`src/rtl/chacha_pkg.sv`:
```
// Shared constants, state layout and index tables for the ChaCha20 block core.
package chacha_pkg;

   localparam int unsigned WORD_W    = 32;
   localparam int unsigned NUM_WORDS = 16;
   localparam int unsigned STATE_W   = WORD_W * NUM_WORDS;
   localparam int unsigned KEY_W     = 256;
   localparam int unsigned NONCE_W   = 96;

   localparam logic [WORD_W-1:0] SIGMA0 = 32'h6170_7865;
   localparam logic [WORD_W-1:0] SIGMA1 = 32'h3320_646e;
   localparam logic [WORD_W-1:0] SIGMA2 = 32'h7962_2d32;
   localparam logic [WORD_W-1:0] SIGMA3 = 32'h6b20_6574;

   localparam logic [1:0] ST_IDLE  = 2'd0;
   localparam logic [1:0] ST_ROUND = 2'd1;
   localparam logic [1:0] ST_FINAL = 2'd2;
   localparam logic [1:0] ST_OUT   = 2'd3;

   typedef logic [NUM_WORDS-1:0][WORD_W-1:0] state_t;

   // Entry [lane*4 + pos] gives the state word feeding quarter-round lane, pos 0..3 = a..d
   localparam logic [3:0] COL_IDX [16] = '{
      4'd0, 4'd4, 4'd8,  4'd12,
      4'd1, 4'd5, 4'd9,  4'd13,
      4'd2, 4'd6, 4'd10, 4'd14,
      4'd3, 4'd7, 4'd11, 4'd15
   };

   localparam logic [3:0] DIAG_IDX [16] = '{
      4'd0, 4'd5, 4'd10, 4'd15,
      4'd1, 4'd6, 4'd11, 4'd12,
      4'd2, 4'd7, 4'd8,  4'd13,
      4'd3, 4'd4, 4'd9,  4'd14
   };

   function automatic state_t init_state(input logic [KEY_W-1:0]   key,
                                         input logic [NONCE_W-1:0] nonce,
                                         input logic [WORD_W-1:0]  counter);
      state_t s;
      s[0]  = SIGMA0;
      s[1]  = SIGMA1;
      s[2]  = SIGMA2;
      s[3]  = SIGMA3;
      for (int i = 0; i < 8; i++) s[4+i] = key[32*i +: 32];
      s[12] = counter;
      for (int j = 0; j < 3; j++) s[13+j] = nonce[32*j +: 32];
      return s;
   endfunction

endpackage

```
`src/rtl/chacha_qr.sv`:
```
// Combinational ChaCha quarter round on four 32-bit words.
module chacha_qr (
   input  logic [31:0] a_i,
   input  logic [31:0] b_i,
   input  logic [31:0] c_i,
   input  logic [31:0] d_i,
   output logic [31:0] a_o,
   output logic [31:0] b_o,
   output logic [31:0] c_o,
   output logic [31:0] d_o
);

   logic [31:0] a1, b1, c1, d1, a2, b2, c2, d2;
   logic [31:0] b1x, d1x, b2x, d2x;

   assign a1  = a_i + b_i;
   assign d1x = d_i ^ a1;
   assign d1  = {d1x[15:0], d1x[31:16]};
   assign c1  = c_i + d1;
   assign b1x = b_i ^ c1;
   assign b1  = {b1x[19:0], b1x[31:20]};
   assign a2  = a1 + b1;
   assign d2x = d1 ^ a2;
   assign d2  = {d2x[23:0], d2x[31:24]};
   assign c2  = c1 + d2;
   assign b2x = b1 ^ c2;
   assign b2  = {b2x[24:0], b2x[31:25]};

   assign a_o = a2;
   assign b_o = b2;
   assign c_o = c2;
   assign d_o = d2;

endmodule

```
`src/rtl/chacha_round_sel.sv`:
```
// Gathers state words into the four quarter-round lanes and scatters results back,
// selecting column or diagonal wiring.
module chacha_round_sel
   import chacha_pkg::*;
(
   input  logic                diag,
   input  logic [STATE_W-1:0]  state_in,
   input  logic [STATE_W-1:0]  qr_out,
   output logic [STATE_W-1:0]  qr_in,
   output logic [STATE_W-1:0]  state_out
);

   state_t                     st_in, st_out;
   logic [3:0][3:0][WORD_W-1:0] qin, qout;
   logic [3:0]                 idx;

   assign st_in     = state_in;
   assign qout      = qr_out;
   assign qr_in     = qin;
   assign state_out = st_out;

   always_comb begin
      st_out = st_in;
      qin    = '0;
      idx    = '0;
      for (int l = 0; l < 4; l++) begin
         for (int p = 0; p < 4; p++) begin
            idx = diag ? DIAG_IDX[4'(l*4+p)] : COL_IDX[4'(l*4+p)];
            qin[2'(l)][2'(p)] = st_in[idx];
            st_out[idx]       = qout[2'(l)][2'(p)];
         end
      end
   end

endmodule

```
`src/rtl/chacha_block_core.sv`:
```
// Sequential ChaCha block function: one half-round per cycle, feed-forward, then
// a held 512-bit keystream under valid/ready.
module chacha_block_core
   import chacha_pkg::*;
#(
   parameter int unsigned ROUNDS = 20
) (
   input  logic           clk,
   input  logic           reset,
   input  logic           in_valid,
   output logic           in_ready,
   input  logic [255:0]   key,
   input  logic [95:0]    nonce,
   input  logic [31:0]    counter,
   output logic           out_valid,
   input  logic           out_ready,
   output logic [511:0]   keystream,
   output logic           busy
);

   localparam int unsigned RND_W = $clog2(ROUNDS + 1);

   logic [1:0]       fsm_q, fsm_d;
   logic [RND_W-1:0] rnd_q, rnd_d;
   state_t           st_q, st_d;
   state_t           init_q, init_d;
   state_t           ks_q, ks_d;
   logic             out_valid_q, out_valid_d;
   logic             in_ready_q, in_ready_d;
   logic             busy_q, busy_d;

   logic [STATE_W-1:0]          round_next;
   logic [3:0][3:0][WORD_W-1:0] qr_in, qr_out;

   chacha_round_sel u_round_sel (
      .diag      (rnd_q[0]),
      .state_in  (st_q),
      .qr_out    (qr_out),
      .qr_in     (qr_in),
      .state_out (round_next)
   );

   for (genvar l = 0; l < 4; l++) begin : g_qr
      chacha_qr u_qr (
         .a_i (qr_in[l][0]),
         .b_i (qr_in[l][1]),
         .c_i (qr_in[l][2]),
         .d_i (qr_in[l][3]),
         .a_o (qr_out[l][0]),
         .b_o (qr_out[l][1]),
         .c_o (qr_out[l][2]),
         .d_o (qr_out[l][3])
      );
   end

   always_comb begin
      fsm_d       = fsm_q;
      rnd_d       = rnd_q;
      st_d        = st_q;
      init_d      = init_q;
      ks_d        = ks_q;
      out_valid_d = out_valid_q;
      case (fsm_q)
         ST_IDLE: begin
            if (in_valid) begin
               st_d   = init_state(key, nonce, counter);
               init_d = init_state(key, nonce, counter);
               rnd_d  = '0;
               fsm_d  = ST_ROUND;
            end
         end
         ST_ROUND: begin
            st_d  = round_next;
            rnd_d = rnd_q + 1'b1;
            if (rnd_q == RND_W'(ROUNDS - 1)) fsm_d = ST_FINAL;
         end
         ST_FINAL: begin
            // Per-word modular add; no carry crosses word boundaries
            for (int i = 0; i < 16; i++) ks_d[4'(i)] = st_q[4'(i)] + init_q[4'(i)];
            out_valid_d = 1'b1;
            fsm_d       = ST_OUT;
         end
         default: begin
            if (out_ready) begin
               out_valid_d = 1'b0;
               fsm_d       = ST_IDLE;
            end
         end
      endcase
      in_ready_d = (fsm_d == ST_IDLE);
      busy_d     = (fsm_d == ST_ROUND) || (fsm_d == ST_FINAL);
   end

   always_ff @(posedge clk or negedge reset) begin
      if (!reset) begin
         fsm_q       <= ST_IDLE;
         rnd_q       <= '0;
         st_q        <= '0;
         init_q      <= '0;
         ks_q        <= '0;
         out_valid_q <= 1'b0;
         in_ready_q  <= 1'b1;
         busy_q      <= 1'b0;
      end else begin
         fsm_q       <= fsm_d;
         rnd_q       <= rnd_d;
         st_q        <= st_d;
         init_q      <= init_d;
         ks_q        <= ks_d;
         out_valid_q <= out_valid_d;
         in_ready_q  <= in_ready_d;
         busy_q      <= busy_d;
      end
   end

   assign in_ready  = in_ready_q;
   assign out_valid = out_valid_q;
   assign busy      = busy_q;
   assign keystream = ks_q;

endmodule
```
`config.mk`:
```
export PLATFORM = sky130hd
export DESIGN_NAME = chacha_block_core
export DESIGN_NICKNAME = d
export VERILOG_FILES = /design/src/rtl/chacha_pkg.sv /design/src/rtl/chacha_qr.sv /design/src/rtl/chacha_round_sel.sv /design/src/rtl/chacha_block_core.sv
export SDC_FILE = /design/constraint.sdc
export NUM_CORES = 2
export LEC_CHECK = 0
export CORE_AREA = 2 2 347 349
export DETAILED_ROUTE_END_ITERATION = 8
export DIE_AREA = 0 0 349 351
export GPL_TIMING_DRIVEN = 0
export SLEW_MARGIN = 0
export SYNTH_ARGS = -nofsm -noshare
export SYNTH_HDL_FRONTEND = slang
export SYNTH_SLANG_ARGS = --single-unit
```
`constraint.sdc`:
```
create_clock -name clk -period 9.4 [get_ports clk]
set_clock_uncertainty 0.05 [all_clocks]
set_input_delay 1.41 -clock clk [delete_from_list [all_inputs] [get_ports clk]]
set_output_delay 1.41 -clock clk [all_outputs]
set_load 0.03 [all_outputs]
```
# Word level (Yosys, flattened, before mapping)
# Index checks and enable logic that the tools add are counted.
[totals] register_bits=909 input_bits=388 wordCells=137 out_inout_bits=515
[classes] eq_ne=6 add_sub_neg=15 order_cmp=12 n_mux=46 reduce_logical=15 bitwise=7
[op_table] cell="$bwmux W512" n=14
[op_table] cell="$pmux W512 S2" n=1
[op_table] cell="$demux W32 S4" n=6
[op_table] cell="$mux W512" n=1
[op_table] cell="$add A32 B32 Y32" n=10
[op_table] cell="$bmux W32 S4" n=2
[op_table] cell="$mux W32" n=8
[op_table] cell="$xor A32 B32 Y32" n=6
[op_table] cell="$add A32 B31 Y32" n=3
[op_table] cell="$add A32 B30 Y32" n=1
[op_table] cell="$lt A4 B5 Y1 const B" n=6
[op_table] cell="$ge A4 B1 Y1 const B" n=6
[op_table] cell="$mux W2" n=7
[op_table] cell="$pmux W5 S2" n=1
[op_table] cell="$logic_and A1 B1 Y1" n=6
[op_table] cell="$pmux W2 S3" n=1
[op_table] cell="$reduce_and A2 Y1" n=3
[op_table] cell="$add A5 B1 Y5 const B" n=1
[op_table] cell="$eq A5 B5 Y1 const B" n=1
[op_table] cell="$mux W5" n=1
[op_table] cell="$eq A2 B1 Y1 const B" n=2
[op_table] cell="$eq A2 B2 Y1 const B" n=2
[op_table] cell="$logic_not A2 Y1" n=2
[op_table] cell="$reduce_bool A2 Y1" n=2
[op_table] cell="6 further kinds" n=8

# Longest topological paths before layout
[logic_depth] ltp_word=24 ltp_mapped=48 mapped_depth_nobuf=44

# Hierarchy
# A second synthesis with hierarchy kept.
[hier_totals] cells_unflattened=10343 hier_area_um2=86904.6
[modules_own_cells] mod="chacha_block_core" instances=1 cells_each=5248 seq_area_each_um2=22698.0 area_each_um2=47692.0
[modules_own_cells] mod="chacha_round_sel" instances=1 cells_each=1064 seq_area_each_um2=0.0 area_each_um2=8638.3
[modules_own_cells] mod="chacha_qr at g_qr[3].u_qr" instances=1 cells_each=1058 seq_area_each_um2=0.0 area_each_um2=7942.6
[modules_own_cells] mod="chacha_qr at g_qr[0].u_qr" instances=1 cells_each=1028 seq_area_each_um2=0.0 area_each_um2=7727.4
[modules_own_cells] mod="chacha_qr at g_qr[1].u_qr" instances=1 cells_each=954 seq_area_each_um2=0.0 area_each_um2=7494.7
[modules_own_cells] mod="chacha_qr at g_qr[2].u_qr" instances=1 cells_each=991 seq_area_each_um2=0.0 area_each_um2=7409.6

# Worst setup path after synthesis
# OpenSTA, ideal clock, no wires.
[synth_timing] kind="flip-flop to flip-flop" from="reg rnd_q[0]" to="reg st_q[166] in the netlist's numbering" t_arrival_ns=9.739 t_required_ns=9.268 path_slack_ns=-0.471 synth_period_minus_slack_ns=9.871 setup_time_ns=0.082 path_buffers=4 stages_incl_launch_ff=42 cell_sequence="dfrtp_1 -> buf_1 -> buf_1 -> buf_1 -> buf_1 -> mux2i_1 -> inv_1 -> ha_1 -> o211ai_1 -> o21ai_1 -> xor2_1 -> xor2_1 -> ha_1 -> a21o_1 -> a21oi_1 -> o21bai_1 -> a21oi_1 -> o21ai_0 -> [6 not listed] -> a21o_1 -> o41ai_1 -> o2111ai_1 -> a21oi_1 -> xnor2_1 -> xnor2_1 -> ha_1 -> a211o_1 -> a311o_1 -> a221o_1 -> a41o_1 -> a21oi_1 -> o211ai_1 -> a41oi_1 -> nor2b_1 -> o41ai_2 -> nand2_1 -> a31oi_1"
[synth_between] elab_chain_len=24 elab_cells_between_ends=67 classes_between="add/sub (6); order compare (12); mux (37); bitwise (6); reduce/logical (6)"
[synth_rtl] element="from (decl)" line="chacha_block_core.sv:24" text="logic [RND_W-1:0] rnd_q, rnd_d;"
[synth_rtl] element="from (signal assigned)" line="chacha_block_core.sv:106" text="rnd_q <= rnd_d;"
[synth_rtl] element="$mux W1" line="chacha_round_sel.sv:28" text="idx = diag ? DIAG_IDX[4'(l*4+p)] : COL_IDX[4'(l*4+p)];"
[synth_rtl] element="$bmux W32 S4" line="chacha_round_sel.sv:29" text="qin[2'(l)][2'(p)] = st_in[idx];"
[synth_rtl] element="$mux W32 (implied by the code)" line="chacha_round_sel.sv:29"
[synth_rtl] element="$add A32 B32 Y32" line="chacha_qr.sv:16" text="assign a1 = a_i + b_i;"
[synth_rtl] element="$xor A32 B32 Y32" line="chacha_qr.sv:20" text="assign b1x = b_i ^ c1;"
[synth_rtl] element="$add A32 B32 Y32" line="chacha_qr.sv:22" text="assign a2 = a1 + b1;"
[synth_rtl] element="$xor A32 B32 Y32" line="chacha_qr.sv:23" text="assign d2x = d1 ^ a2;"
[synth_rtl] element="$add A32 B32 Y32" line="chacha_qr.sv:25" text="assign c2 = c1 + d2;"
[synth_rtl] element="$xor A32 B32 Y32" line="chacha_qr.sv:26" text="assign b2x = b1 ^ c2;"
[synth_rtl] element="$bwmux W512 (5 in series)" line="chacha_round_sel.sv:30" text="st_out[idx] = qout[2'(l)][2'(p)];"
[synth_rtl] element="$bwmux W512 (*) (9 in series)" line="chacha_round_sel.sv:30"
[synth_rtl] element="$pmux W512 S2 (*)" line="chacha_block_core.sv:63" text="case (fsm_q)"
[synth_rtl] element="to (signal assigned)" line="chacha_block_core.sv:107" text="st_q <= st_d;"
[synth_rtl] element="to (decl)" line="chacha_block_core.sv:25" text="state_t st_q, st_d;"
# Mark *: on every way between the ends. The rest lies on a longest branch, timed or not. The select of a mux whose other input is x is not followed.
# A chain may end at the register's enable or synchronous reset.

# Worst setup path after layout
[layout_timing] from="reg rnd_q[0]" to="reg st_q[163] in the netlist's numbering"
# The elaborated chain is that of the path after synthesis.

==> out/qor.yml <==
outcome:
  status: "complete, but fails checks"
  violations: "setup timing"
timing:
  fin_crit_ns: 9.45
  clock.fmax_ghz: 0.106
  rsz0062_at_grt: "yes"
  max_slew_margin_pct: 3.62
  post-route-period-util_pct: 101
  finalMaxSlewViolations: 0
  setup_ws_ns: -0.0471
  setup_viol: 1
  max_slew.worst_pin.slew_ns: 1.45
  hold_viol: 0
routing:
  routed-via-count: 38100
  drt_first_pass_iters: 5
  post_drt_via_cell_ratio: 5.27
  first_iter_violations: 3224
  drt_wl_total_um: 184000
  drc: 0
  detail-route-antenna-nets: 0
  wl_per_cell_um: 25.4
yosys:
  syn_inst: 4751
  synth-seq-cells: 555
  synth_area_per_cell_um2: 8.70
  synth.distinct_cells: 98
  yosys_warnings: 0
  ys.flop_type: "dfrtp_1"
  synth-seq-area-share_pct: 33.6
  synthArstFlopShare_pct: 100
  synth-edff-count: 0
  synth_area_um2: 41300
finish:
  final_cell_mix: "nand2_1, dfrtp_1, buf_4, clkdlybuf4s50_1, o21ai_0"
  final_common_cell: "nand2_1"
  drive_gt1_share_pct: 17.2
  nNetsFinal: 6369
  area_delta_synth_final_pct: 32.7
die:
  initial_utilization_pct: 34.7
  fp.dieW_um: 349
  coreArea_um2: 119000
  rows: 127
  dieArea_um2: 122000
  die_h_um: 351
  io_pins: 903
setup_path:
  cp.arrival_ns: 9.95
  crit_path_end_kind: "flop"
  max_stage_delay_ns: 0.44
  cp_common_cell: "buf_12"
  critPathLaunchType: "flop"
  timing.critical_path.slowest_stage_cell: "dfrtp_2"
  critical_path_class: "reg -> reg"
  cp_data_required_time_ns: 9.90
  path_max_fanout: 10
clocking:
  clock_path_buffers: 3
  clkSinkCount: 555
  htree_levels: 3
  numCtsBuffers: 71
  clockRootBuffer: "clkbuf_16"
  cts_tree: "built"
  cts.reportedPaths.clkPinSlew_ns: 0.07
  insertion_delay_ns: 0.69
global_route:
  busiest_layer: "met2"
  grt_pass1_wl_um: 260000
  track_usage_pct: 29.2
  groute.layer.met3.usage_pct: 7.60
  first_global_vias: 36500
  grt_max_degree: 103
  use_met2_pct: 45.7
  met1_usage_pct: 38.3
  antenna_found_initial: 21
  overflow: 0
run:
  drv_cap: 0
min_path:
  min_path_type: "reg -> reg"
placement:
  dp.final_hpwl_um: 149000
  dpl_worst_slack_ns: -4.16
  gp_congestion: 1.03
  portBuffers: 387
## layout make-up
class	instances	area [µm²]
Timing Repair Buffer	546	5270
Antenna cell	10	25.0
Sequential cell	555	13900
Fill cell	11500	64200
Multi-Input combinational cell	3866	27800
Clock buffer	93	2000
Inverter	149	559
Buffer	439	2850
Tap cell	1548	1940
Clock inverter	35	529
## final timing paths
check	startpoint	to	slack, ns	depth (start not counted)
min	keystream[150]$_DFFE_PN0P_	keystream[150]$_DFFE_PN0P_	0.42	2
max in group asynchronous	reset	keystream[215]$_DFFE_PN0P_	7.06	4
min reg2reg	keystream[150]$_DFFE_PN0P_	keystream[150]$_DFFE_PN0P_	0.42	2
max reg2reg	rnd_q[0]$_DFFE_PN0P_	st_q[163]$_DFFE_PN0P_	-0.05	41
min in group asynchronous	reset	keystream[71]$_DFFE_PN0P_	0.59	1
max	rnd_q[0]$_DFFE_PN0P_	st_q[163]$_DFFE_PN0P_	-0.05	41
## repair_timing
action,in CTS,in global routing
endpoints found under the setup margin,103,74
resized for setup,298,177
pin swaps,85,107
endpoints found under the hold margin,0,0
hold buffers,0,0
buffers inserted,90,63
## cell families (layout without fill, tap and decap cells)
| family | count (synthesis) | after routing | share of synthesized area (%) |
|---|---|---|---|
| xor+xnor | 532 | 532 | 11.5 |
| compound gates | 1173 | 1173 | 18.5 |
| mux | 81 | 81 | 2.10 |
| flops | 555 | 555 | 33.6 |
| fa+ha+maj | 356 | 356 | 11.0 |
| buf+inv | 589 | 1262 | 8.00 |
| other cells | 2 | 271 | 0.0182 |
| simple gates | 1463 | 1463 | 15.3 |
## through the flow
| step | util [%] | std cells | setup TNS, ns | hold slack [ns] | area [µm²] |
|---|---|---|---|---|---|
| final | 46.1 | 7241 | -0.0471 | 0.419 | 54800 |
| after global routing | 46.1 | 7231 | -1.71 | 0.443 | 54800 |
| after CTS | 44.9 | 7170 | -0.363 | 0.425 | 53400 |
| after detailed placement | 40.6 | 6952 | -270.43 | 0.412 | 48300 |
| after global placement | 40.4 | 6945 | - | 0.405 | 48100 |
| after floorplan | - | 5010 | 0 | 0.400 | 42300 |
## flip-flops by register name (all words and copies together), names as in the netlist
signal,flops
rnd_q,5
in_ready,1
init_q,129
fsm_q,2
out_valid,1
busy,1
st_q,193
keystream,223
## critical path: cells and delay by family (launching register included)
family,cells,cell delay (ns)
XOR/XNOR,5,1.21
buffers and inverters,6,0.79
AO/OA/AOI/OAI,26,5.61
adder cells (fa/ha/maj),3,0.87
multiplexers,1,0.33
flip-flops,1,0.44
## metal layers
layer	vias to the layer above	routed length, µm
met5	-	141
met1	18500	77400
met2	1578	81200
met4	22	8580
met3	390	16800
li1	17700	-
## cells in the mapped netlist, types with 38 or more instances
| master | instances | share of area (%) |
|---|---|---|
| and3_1 | 44 | 0.67 |
| dfrtp_1 | 554 | 34 |
| a22oi_1 | 53 | 0.96 |
| nor3_1 | 62 | 0.75 |
| mux2_2 | 44 | 1.2 |
| clkbuf_1 | 138 | 1.3 |
| xnor2_1 | 308 | 6.5 |
| a21o_1 | 118 | 2.1 |
| o21bai_1 | 38 | 0.69 |
| o21a_1 | 51 | 0.93 |
| nor2_1 | 203 | 1.8 |
| nand2_1 | 884 | 8.0 |
| xor2_1 | 218 | 4.6 |
| inv_1 | 146 | 1.3 |
| nand2b_1 | 44 | 0.67 |
| nor2b_1 | 70 | 1.1 |
| o21ai_0 | 351 | 4.3 |
| nand3_1 | 64 | 0.78 |
| a21oi_1 | 254 | 3.1 |
| buf_4 | 289 | 5.3 |
| ha_1 | 340 | 10 |
Power is not shown: default switching activity piles up to over one toggle a cycle in this logic, so the estimate is an artifact.
